--- config.mk ---
export PLATFORM = sky130hd
export DESIGN_NAME = nios_pio_gen
export DESIGN_NICKNAME = d
export VERILOG_FILES = /design/src/rtl/nios_pio_gen.sv
export SDC_FILE = /design/constraint.sdc
export NUM_CORES = 1
export LEC_CHECK = 0
export CORE_UTILIZATION = 44
export DETAILED_ROUTE_END_ITERATION = 8
export HOLD_SLACK_MARGIN = 0.08
export PLACE_DENSITY = 0.92
export SYNTH_ARGS = -nofsm -noshare
export SYNTH_HDL_FRONTEND = slang
export SYNTH_SLANG_ARGS = --single-unit
--- constraint.sdc ---
create_clock -name clk -period 1.85 [get_ports clk]
set_input_delay 0.2775 -clock clk [delete_from_list [all_inputs] [get_ports clk]]
set_output_delay 0.2775 -clock clk [all_outputs]
set_load 0.01 [all_outputs]
--- src/rtl/nios_pio_gen.sv ---
// Avalon-MM GPIO slave: per-bit direction, atomic set/clear of outputs,
// 2-flop input synchroniser, configurable edge capture and masked level IRQ.
module nios_pio_gen #(
  parameter int unsigned WIDTH      = 8,
  parameter logic [31:0] DATA_RESET = 32'h0,
  parameter logic [31:0] DIR_RESET  = 32'h0,
  parameter int unsigned EDGE_TYPE  = 0
) (
  input  logic             clk,
  input  logic             reset_n,
  input  logic [2:0]       address,
  input  logic             chipselect,
  input  logic             write_n,
  input  logic [31:0]      writedata,
  output logic [31:0]      readdata,
  output logic             irq,
  input  logic [WIDTH-1:0] in_port,
  output logic [WIDTH-1:0] out_port,
  output logic [WIDTH-1:0] out_en
);

  localparam logic [WIDTH-1:0] DATA_RST = WIDTH'(DATA_RESET);
  localparam logic [WIDTH-1:0] DIR_RST  = WIDTH'(DIR_RESET);

  localparam logic [2:0] A_DATA    = 3'd0;
  localparam logic [2:0] A_DIR     = 3'd1;
  localparam logic [2:0] A_IRQMASK = 3'd2;
  localparam logic [2:0] A_EDGECAP = 3'd3;
  localparam logic [2:0] A_OUTSET  = 3'd4;
  localparam logic [2:0] A_OUTCLR  = 3'd5;

  logic [WIDTH-1:0] data_out_q, data_out_d;
  logic [WIDTH-1:0] dir_q,      dir_d;
  logic [WIDTH-1:0] irq_mask_q, irq_mask_d;
  logic [WIDTH-1:0] edge_cap_q, edge_cap_d;
  logic [WIDTH-1:0] sync1_q,    sync1_d;
  logic [WIDTH-1:0] in_sync_q,  in_sync_d;
  logic [WIDTH-1:0] in_prev_q,  in_prev_d;

  logic             wr_c;
  logic [WIDTH-1:0] wd_c;
  logic [WIDTH-1:0] clr_c;
  logic [WIDTH-1:0] edge_c;
  logic [WIDTH-1:0] rd_c;
  logic             wd_unused_c;

  assign wr_c        = chipselect & ~write_n;
  assign wd_c        = writedata[WIDTH-1:0];
  assign wd_unused_c = ^writedata;

  // Edge select on the synchronised pin against its previous sample
  always_comb begin
    edge_c = '0;
    case (EDGE_TYPE)
      0:       edge_c = in_sync_q & ~in_prev_q;
      1:       edge_c = ~in_sync_q & in_prev_q;
      default: edge_c = in_sync_q ^ in_prev_q;
    endcase
  end

  // Register writes and input pipeline; a fresh edge overrides a same-cycle clear
  always_comb begin
    data_out_d = data_out_q;
    dir_d      = dir_q;
    irq_mask_d = irq_mask_q;
    clr_c      = '0;
    sync1_d    = in_port;
    in_sync_d  = sync1_q;
    in_prev_d  = in_sync_q;
    if (wr_c) begin
      case (address)
        A_DATA:    data_out_d = wd_c;
        A_DIR:     dir_d      = wd_c;
        A_IRQMASK: irq_mask_d = wd_c;
        A_EDGECAP: clr_c      = wd_c;
        A_OUTSET:  data_out_d = data_out_q | wd_c;
        A_OUTCLR:  data_out_d = data_out_q & ~wd_c;
        default:   ;
      endcase
    end
    edge_cap_d = (edge_cap_q & ~clr_c) | edge_c;
  end

  always_ff @(posedge clk or negedge reset_n) begin
    if (!reset_n) begin
      data_out_q <= DATA_RST;
      dir_q      <= DIR_RST;
      irq_mask_q <= '0;
      edge_cap_q <= '0;
      sync1_q    <= '0;
      in_sync_q  <= '0;
      in_prev_q  <= '0;
    end else begin
      data_out_q <= data_out_d;
      dir_q      <= dir_d;
      irq_mask_q <= irq_mask_d;
      edge_cap_q <= edge_cap_d;
      sync1_q    <= sync1_d;
      in_sync_q  <= in_sync_d;
      in_prev_q  <= in_prev_d;
    end
  end

  // Zero-wait-state read mux, independent of chipselect
  always_comb begin
    rd_c = '0;
    case (address)
      A_DATA:    rd_c = (dir_q & data_out_q) | (~dir_q & in_sync_q);
      A_DIR:     rd_c = dir_q;
      A_IRQMASK: rd_c = irq_mask_q;
      A_EDGECAP: rd_c = edge_cap_q;
      default:   rd_c = '0;
    endcase
  end

  assign readdata = 32'(rd_c);
  assign irq      = |(edge_cap_q & irq_mask_q);
  assign out_port = data_out_q;
  assign out_en   = dir_q;

endmodule

* Word level (Yosys, flattened, before mapping) *
Cells that the tools add are included.

operators by class
  equality and inequality tests = 5
  multiplexer cells = 4
  bitwise operators = 15
  reductions and logical operators = 6

operators with widths
  operator              count
  $and A8 B8 Y8         6
  $not A8 Y8            4
  $pmux W8 S4           1
  $or A8 B8 Y8          3
  $pmux W8 S3           1
  $mux W8               2
  $reduce_or A8 Y1      1
  $eq A3 B2 Y1 const B  2
  $eq A3 B3 Y1 const B  2
  $reduce_and A2 Y1     3
  $eq A3 B1 Y1 const B  1
  $logic_not A3 Y1      1
  $reduce_bool A3 Y1    1
  $and A1 B1 Y1         1
  $not A1 Y1            1

word-level totals
  register bits after elaboration = 56
  input bits = 47
  logic and storage cells = 37

* Longest topological paths before layout *
Gate-level depths: netlist (run 1).

  depth after elaboration = 6
  mapped depth = 5
  depth with buffers taken out = 3

* Least setup slack after synthesis (run 1) *
Ideal clock, no wire load.

  path kind = input port to flip-flop
  start = in address[0]
  end = reg irq_mask_q[0]
  library setup time = 0.125 ns
  data arrival time = 1.539 ns
  required time = 1.725 ns
  slack = 0.186 ns
  stages = 5
  cell sequence = or2_1 -> buf_2 -> or4b_4 -> buf_6 -> mux2_4

between the ends
  word-level cells in the longest chain between the ends = 2

RTL lines
  item                         RTL line  text
  from (decl)                  11        input logic [2:0] address,
  $eq A3 B2 Y1                 71        case (address)
  $reduce_and A2 Y1 (no line)  -
  to (signal assigned)         96        irq_mask_q <= irq_mask_d;
  to (decl)                    34        logic [WIDTH-1:0] irq_mask_q, irq_mask_d;

No other way between the ends.
A chain may end at the register's enable or synchronous reset.

* Final worst setup path (run 1) *
  start = reg dir_q[1], in the netlist out_en[1]
  end = out readdata[1]

between the ends
  word-level cells in the longest chain between the ends = 4

RTL lines
  item                    RTL line  text
  from (decl)             33        logic [WIDTH-1:0] dir_q, dir_d;
  from (signal assigned)  95        dir_q <= dir_d;
  $not A8 Y8              108       A_DATA: rd_c = (dir_q & data_out_q) | (~dir_q & in_sync_q);
  $and A8 B8 Y8           108
  $or A8 B8 Y8            108
  $pmux W8 S4 (*)         107       case (address)
  to (decl)               15        output logic [31:0] readdata,

Every way passes the cells marked *; elsewhere a longest branch is shown, timed or not.

==> summary.md, run 1 <==
The hold slack is 0.3560 ns. Buffers placed on the I/O ports in this run total 47. Highest net fanout along the worst path: 4. For the sink count of the clock tree, the log shows 56. The H-tree was split into 2 levels. The die covers 0.006083 sq mm. The number of unique standard cell types used by synthesis was 28. The tools report the clock root buffer as sky130_fd_sc_hd__clkbuf_8. The number of warning messages in the yosys log is 0, and the area of all placed cells without fillers is 0.003292 sq mm. Dividing the detail-routed wire length by the instance count gives 16.02 um. Each instance of the synthesized netlist takes up on average 11.45 sq um. The worst setup path is launched from a flop. The number of synthesized register bits is 56.

TritonCTS built the clock tree. The remaining routing DRC violations is 0. The number of max-capacitance violations reported was 0.

Synthesis handed over a netlist of 222 instances. For the standard cell core area, the log shows 0.005540 sq mm. The cell area that synthesis handed to floorplanning was 0.002541 sq mm. Compared with the post-synthesis result, the final layout area differs by 29.54%. Among cell families on the critical path, the largest total delay comes from flip-flops. The worst-case headroom to the max-slew limit was 65.87%. For the worst setup path, the data arrival time is 1.51 ns. By area the synthesized netlist is led by sky130_fd_sc_hd__dfrtp_1, sky130_fd_sc_hd__buf_4, sky130_fd_sc_hd__mux2_2, sky130_fd_sc_hd__o21ai_0, sky130_fd_sc_hd__mux2_4.

Across all layers, the routed design uses 1,943 vias. The top cell types in the final layout, fill and taps aside, are sky130_fd_sc_hd__dfrtp_1, sky130_fd_sc_hd__clkdlybuf4s50_1, sky130_fd_sc_hd__o21ai_0, sky130_fd_sc_hd__buf_4, sky130_fd_sc_hd__conb_1. Of all cell types, the one taking the most synthesized area is sky130_fd_sc_hd__dfrtp_1. Pin placement for this block handled 96 I/O pins. The cell count after placement is 355, and the die span in y is 78.00 um. The multiplexer share of the synthesized area was 13.64%; the final total negative setup slack was 0 ns.

The flow ran to the end, and the final reports show no timing, DRC or antenna violations. Leaving out fill and tap cells, the most frequent cell in the layout is sky130_fd_sc_hd__dfrtp_1. Entering global routing, the biggest net connects 36 pins. Counting cells, the worst reg-to-reg path comes to 2. The total wirelength of the detailed-routed design was 5910 um; the power density normalized to cell area was 908.2 mW/mm^2. The worst hold path was traced through 0 stages. Number of global-route vias before repair: 1,951. Setup violations remaining at the end of the flow were counted as 0. The first-pass GRT wire length was 9308 um.

The launch instance of the worst min-delay path was in_sync_d[6]. For the final cell count without fillers, the log shows 369. The signal on the critical path passes through mux2_2 -> nand2_1 -> o221ai_1 -> clkdlybuf4s15_1.

For hold timing, the worst endpoint is in_prev_d[6]. The terminus of the critical flop-to-flop path is out_en[3]. For this run, the top clock speed supported by timing is 558.7 MHz. The share of the synthesized area in the top cell type was 55.15%; the final net count was 343. The slowest stage of the critical path is the sky130_fd_sc_hd__dfrtp_1 cell. The clock slew seen by the registers of the worst setup and hold paths is 0.10 ns. Counting the fill cells in the layout gives 475.

The post-route clock skew is 0.01261 ns, and the starting density of the core is 45.87%. Number of antenna violations at the first check in global routing: 0. The number of buffer and inverter instances along the worst setup path was 1. For the combined area of the multi-input logic cells, the log shows 987.2 sq um. The compound-gate portion of the synthesized area is 13.44%, and the placed wire-length estimate after detailed placement is 4221 um. The startpoint-to-endpoint class of the critical path is flop to primary output. The worst setup path is captured at a primary output.

The clock passes through at most 2 buffers. The run gives 0 as the final-report max-slew violation count. Sequential cells were found to cover 55.15% of the synthesized design area. The placer's final routability congestion estimate is 0.8564.

Total routing resource utilization after global routing: 20.29%. For the sequential standard cell area, the log shows 0.001401 sq mm. The post-layout total power was 2.990 mW. The repair_antennas step left the layout with diodes totalling 0. For this run, the slowest stage of the critical path takes 0.42 ns. The most critical setup path has its startpoint at out_en[1]. In the routed layout, each cell is associated on average with a via count of 5.266. In the final layout, the share of cells above drive strength 1 is 23.57%. Number of iterations in the first detailed-routing pass: 4. The first routing iteration left 124 violations. In this run the remaining antenna-violating nets after routing total 0.

The placed instances occupy a cell area of 0.003151 sq mm. At the later pin of the worst-skew pair, clock insertion delay measures 0.31 ns. Worst min-delay path category: flop to flop. For this design the static power due to leakage is 1.504 nW.

Area share of fa/ha/maj cells after synthesis: 0%. The worst path uses 96.74% of the clock period. The floorplan row count came out at 27. The final hold violation count was 0. The tools report the data required time at the worst endpoint as 1.57 ns. Cells fill 59.42% of the core in the end. Setup repair after global routing left no endpoint under its margin. Floorplan die width: 78.00 um. Setup slack on the critical path of the routed design comes to 0.06028 ns. After synthesis, the largest family of logic cells by area is multiplexers. In this run, CTS created clock tree buffers numbering 5. Prior to clock tree synthesis, the placed netlist has a worst setup slack of -0.5224 ns.

Of the total synthesized cell area, the portion taken by AND, OR, NAND and NOR gates is 7.435%. Across the VDD grid, the largest voltage drop is 481.7 uV. The reg2reg setup slack is 0.93 ns. The transition at the pin with the smallest max-transition slack came out at 0.5120 ns.

The minimum clock period is 1.790 ns. After global routing the overflow that remains totals 0. In this run the critical register-to-register path is launched from out_en[3]. The synthesized netlist devotes 0% of its cell area to XOR and XNOR gates.
cell families after synthesis:
kind of cell	after synthesis
AOI/OAI and AO/OA	58
DFF	56
buffers and inverters	42
and+or+nand+nor	36
muxes	29
other	1
synthesized netlist by cell type (all sizes together):
| cell type | count |
|---|---|
| clkbuf | 5 |
| dfrtp | 56 |
| nand4bb | 1 |
| or4b | 1 |
| o221ai | 5 |
| o311a | 3 |
| nand3 | 8 |
| mux2i | 8 |
| nor4b | 1 |
| or2 | 2 |
| o21ai | 27 |
| nand2 | 18 |
| mux2 | 21 |
| a22oi | 4 |
| a211oi | 3 |
| nand4 | 1 |
| conb | 1 |
| a21oi | 16 |
| inv | 9 |
| nand2b | 1 |
| nor3b | 1 |
| buf | 28 |
| nor2 | 1 |
| nor3 | 1 |
what timing repair did:
| item | CTS | global route |
|---|---|---|
| endpoints found under the hold margin | 21 | 0 |
| hold buffers | 1 | 0 |
| resized for setup | 33 | 1 |
| setup endpoints to repair | 19 | 3 |
| buffers inserted | 1 | 3 |
| gates cloned | 1 | 0 |
worst register-to-register path: cells and delay by family (launching register included):
kind	cells	cell delay, ns
buffers and inverters	1	0.14
muxes	1	0.25
DFF	1	0.42
cell type report:
| type | instances | share of cell area, % |
|---|---|---|
| clock inverter | 2 | 0.4181 |
| sequential | 56 | 42.57 |
| tap | 72 | 2.737 |
| timing repair buffer | 77 | 20.75 |
| multi-input combinational | 147 | 29.99 |
| clock buffer | 6 | 2.509 |
| inverter | 9 | 1.026 |
metal layers:
metal / wire [um] / GRT usage [%] / up-vias
li1: - / - / 882
met1: 2397 / 25.81 / 967
met2: 2992 / 33.72 / 85
met3: 448 / 5.176 / 9
met4: 72 / 6.852 / 0
met5: 0 / 0 / -
how the worst max path moves through the flow:
stage,end,slack (ns),cells after the start
global placement,readdata[0],-0.49,5
floorplan,irq_mask_q[0],0.19,5
detailed placement,readdata[0],-0.52,5
global route,readdata[1],0.003,4
finish,readdata[1],0.06,4
CTS,readdata[1],0.01,4
sequential cells by signal, summed over array words and instances (netlist names):
register,cells
irq_mask_q,8
out_port,8
in_prev_d,8
out_en,8
edge_cap_q,8
in_prev_q,8
in_sync_d,8
where the power goes:
| part | leakage [nW] | internal [mW] | total (mW) | switching (mW) |
|---|---|---|---|---|
| clock | 0.0516 | 0.307 | 0.696 | 0.389 |
| sequential | 0.644 | 1.38 | 1.51 | 0.134 |
| combinational | 0.808 | 0.450 | 0.781 | 0.331 |
| total | 1.50 | 2.14 | 2.99 | 0.853 |
Power figures use the tool's default switching activity.
==> run 2, diff against run 1 <==
SLEW_MARGIN = 25   (was not set)
==> results of run 2 <==
No change in the layout: final DEF, timing and power equal those of run 1.
==> run 3, diff against run 2 <==
--- a/config.mk
+++ b/config.mk
@@ -10,3 +10,4 @@
 export HOLD_SLACK_MARGIN = 0.08
-export PLACE_DENSITY = 0.92
+export PLACE_DENSITY = 0.81
+export SETUP_SLACK_MARGIN = 0.4
 export SLEW_MARGIN = 25
--- a/constraint.sdc
+++ b/constraint.sdc
@@ -3,2 +3,2 @@
 set_output_delay 0.2775 -clock clk [all_outputs]
-set_load 0.01 [all_outputs]
+set_load 0.02 [all_outputs]
==> run 3 against run 2 <==
Net effect: critical path depth did not move; global-route usage increased by 2.0 points; largest power group unchanged; final area is 9.0% higher; highest routed layer unchanged; first-iteration DRC count fell by 8.9%.
==> summary.md, run 3 (synthesis gave the netlist of run 1 again) <==
The worst register-to-register path begins at out_en[5]. The final-report max-slew violation count is 0 (unchanged). The number of H-tree levels was 2 (unchanged). The clock slew seen by the registers of the worst setup and hold paths is 0.09 ns (about the same). The floorplan die width works out to 78.00 um (unchanged). In the layout the commonest cells are sky130_fd_sc_hd__dfrtp_1, sky130_fd_sc_hd__buf_4, sky130_fd_sc_hd__o21ai_0. STA classifies the critical path startpoint as a flop. The logs give 1,990 (+2.4%) for the via total after detailed routing and 56 (unchanged) for the sink count of the clock tree. Global route total overflow: 0 (unchanged).

The tools report the total routing resource utilization after global routing as 22.25% (+2.0 points). For the total CTS buffers, the log shows 5 (unchanged). The data required time at the worst endpoint is 1.57 ns (about the same).

The run gives 2 (unchanged) as the deepest clock path buffer count. The logs give 0 (unchanged) for the number of antenna violations at the first check in global routing and 0.8197 (-4.3%) for the placer's final routability congestion estimate. Relative to the synthesized area, the layout overhead comes to 41.21%. Top routing layer in use: met4.

The final net count was 355 (+3.5%); the minimum clock period was 1.694 ns (-0.09553 ns). The detailed route wirelength on metal3 was 392 um (-13%); the final cycle utilization of the critical path was 91.58% (-5.2 points). Sum of met2 wire segment lengths after detailed routing: 3104 um (+3.7%).

For the floorplan row count, the log shows 27 (unchanged). The standard cell core area was 0.005540 sq mm (unchanged); the hold slack was 0.3544 ns (-0.001545 ns). The worst IR drop on VDD is 540.4 uV (+12%).

The power density normalized to cell area came out at 904.2 mW/mm^2 (-0.43%). For the length of routed wiring on met1, the log shows 2664 um (+11%). The run gives 0 (unchanged) as the final hold violation count. The launch instance of the worst min-delay path is in_sync_d[5]. The run gives 0.006083 sq mm (unchanged) as the full die area. The number of global-route vias before repair came out at 2,010 (+3.0%). TritonCTS built the clock tree. The flow ran to the end, and the final reports show no timing, DRC or antenna violations. The share of final-layout standard cells stronger than drive strength 1 works out to 37.01% (+13 points). The count of endpoints failing setup in the final report was 0 (unchanged).

The highest net fanout along the worst path was 2 (-2). The critical path starts at in_prev_d[0]. The number of antenna repair diodes is 0 (unchanged).

The tools report the placed wire-length estimate after detailed placement as 4112 um (-2.6%). The tree is rooted in a sky130_fd_sc_hd__clkbuf_8. The count of boundary I/O pins was 96 (unchanged). The total wirelength of the detailed-routed design is 6310 um (+6.8%).

Setup repair after global routing could not meet its margin everywhere. The most common library cell in the layout ignoring fill and taps was sky130_fd_sc_hd__dfrtp_1. The number of iterations in the first detailed-routing pass is 4 (unchanged). The logs give 10,050 um (+7.9%) for the first-pass GRT wire length and 590.3 MHz (+5.6%) for the achievable frequency.

The die span in y was 78.00 um (unchanged). The iteration-0 DRC count of the detailed router was 113 (-8.9%); the average wire per standard cell was 16.61 um (+3.7%). Number of max-capacitance violations reported: 0 (unchanged). The min-delay analysis places its worst path in the category flop to flop.

The logs give 0.31 ns (about the same) for the clock latency on the worst-skew pair and 1.652 nW (+9.9%) for the leakage power summed over all cells. The critical path arrival was 1.42 ns (-0.09 ns); the starting density of the core was 45.87% (unchanged). STA classifies the critical path endpoint as a primary output. The via density per instance came out at 5.237 (-0.55%). Remaining routing DRC violations: 0 (unchanged). The post-route clock skew came out at 0.002168 ns (-0.01044 ns).

The post-layout total power is 3.245 mW (+8.5%). The critical path is of the flop to primary output type. The pin count of the biggest net entering global routing is 57 (+58%), and the number of nets with antenna violations after routing is 0 (unchanged). The number of port buffers is 47 (unchanged).
run 3: cell types whose count changed in the layout (fill, tap and decap cells not counted), moves of 5 or more:
cell,previous run,this run
sky130_fd_sc_hd__buf_4,27,40
sky130_fd_sc_hd__nand2_1,18,13
sky130_fd_sc_hd__o221ai_1,5,0
sky130_fd_sc_hd__buf_6,1,6
sky130_fd_sc_hd__dlygate4sd2_1,5,14
sky130_fd_sc_hd__nand2_2,0,5
sky130_fd_sc_hd__o221ai_2,0,5
sky130_fd_sc_hd__clkdlybuf4s50_1,34,16
run 3: repair_timing:
item / in CTS / in global routing
gates resized for setup: 101 / 20
cloned: 1 / 0
buffers inserted: 8 / 4
hold endpoints to repair: 56 / 0
hold buffers: 1 / 0
endpoints found under the setup margin: 57 / 30
pin swaps: 15 / 5
run 3: through the flow:
step / setup TNS (ns) / worst slack [ns] / instance area [sq um] / cells / utilization [%]
after floorplan: 0 / 0.1863 / 2695 / 245 / -
after global placement: -9.031 / -0.5231 / 3257 / 359 / 58.79
after detailed placement: -9.317 / -0.5525 / 3257 / 359 / 58.79
after CTS: 0 / 0.1580 / 3507 / 376 / 63.30
after global routing: 0 / 0.1035 / 3588 / 380 / 64.77
final: 0 / 0.1558 / 3588 / 380 / 64.77
run 3: power breakdown:
part	leakage (nW)	internal (mW)	switching (mW)	total, mW
logic	0.958	0.518	0.500	1.02
clock network	0.0503	0.334	0.374	0.709
registers	0.644	1.38	0.138	1.52
run 3: path summary, 6_finish.rpt:
check                           endpoint  slack, ns  depth (start not counted)
max                          readdata[0]       0.16                          4
min                         in_prev_d[5]       0.35                          0
max reg2reg                    out_en[5]       0.82                          3
min reg2reg                 in_prev_d[5]       0.35                          0
max in group asynchronous  irq_mask_q[4]       1.12                          3
min in group asynchronous   in_sync_d[7]       0.47                          3
run 3: final cells by class:
cell class | instances | area, sq um
tap | 72 | 90.09
multi-input combinational | 147 | 1144
inverter | 9 | 33.78
sequential | 56 | 1401
fill | 446 | 1952
timing repair buffer | 89 | 823.3
clock buffer | 7 | 96.34
run 3: per-layer routing:
metal,track usage [%],vias to the layer above
met5,0,-
met4,9.444,0
met3,4.588,20
met2,36.37,86
met1,28.74,979
li1,-,905
run 3: critical path, cell delays in order, from the launching register on:
cell and delay (ns):
sky130_fd_sc_hd__dfrtp_1 0.37, sky130_fd_sc_hd__inv_2 0.05, sky130_fd_sc_hd__o311a_4 0.35, sky130_fd_sc_hd__a211oi_4 0.18
sky130_fd_sc_hd__buf_6 0.15
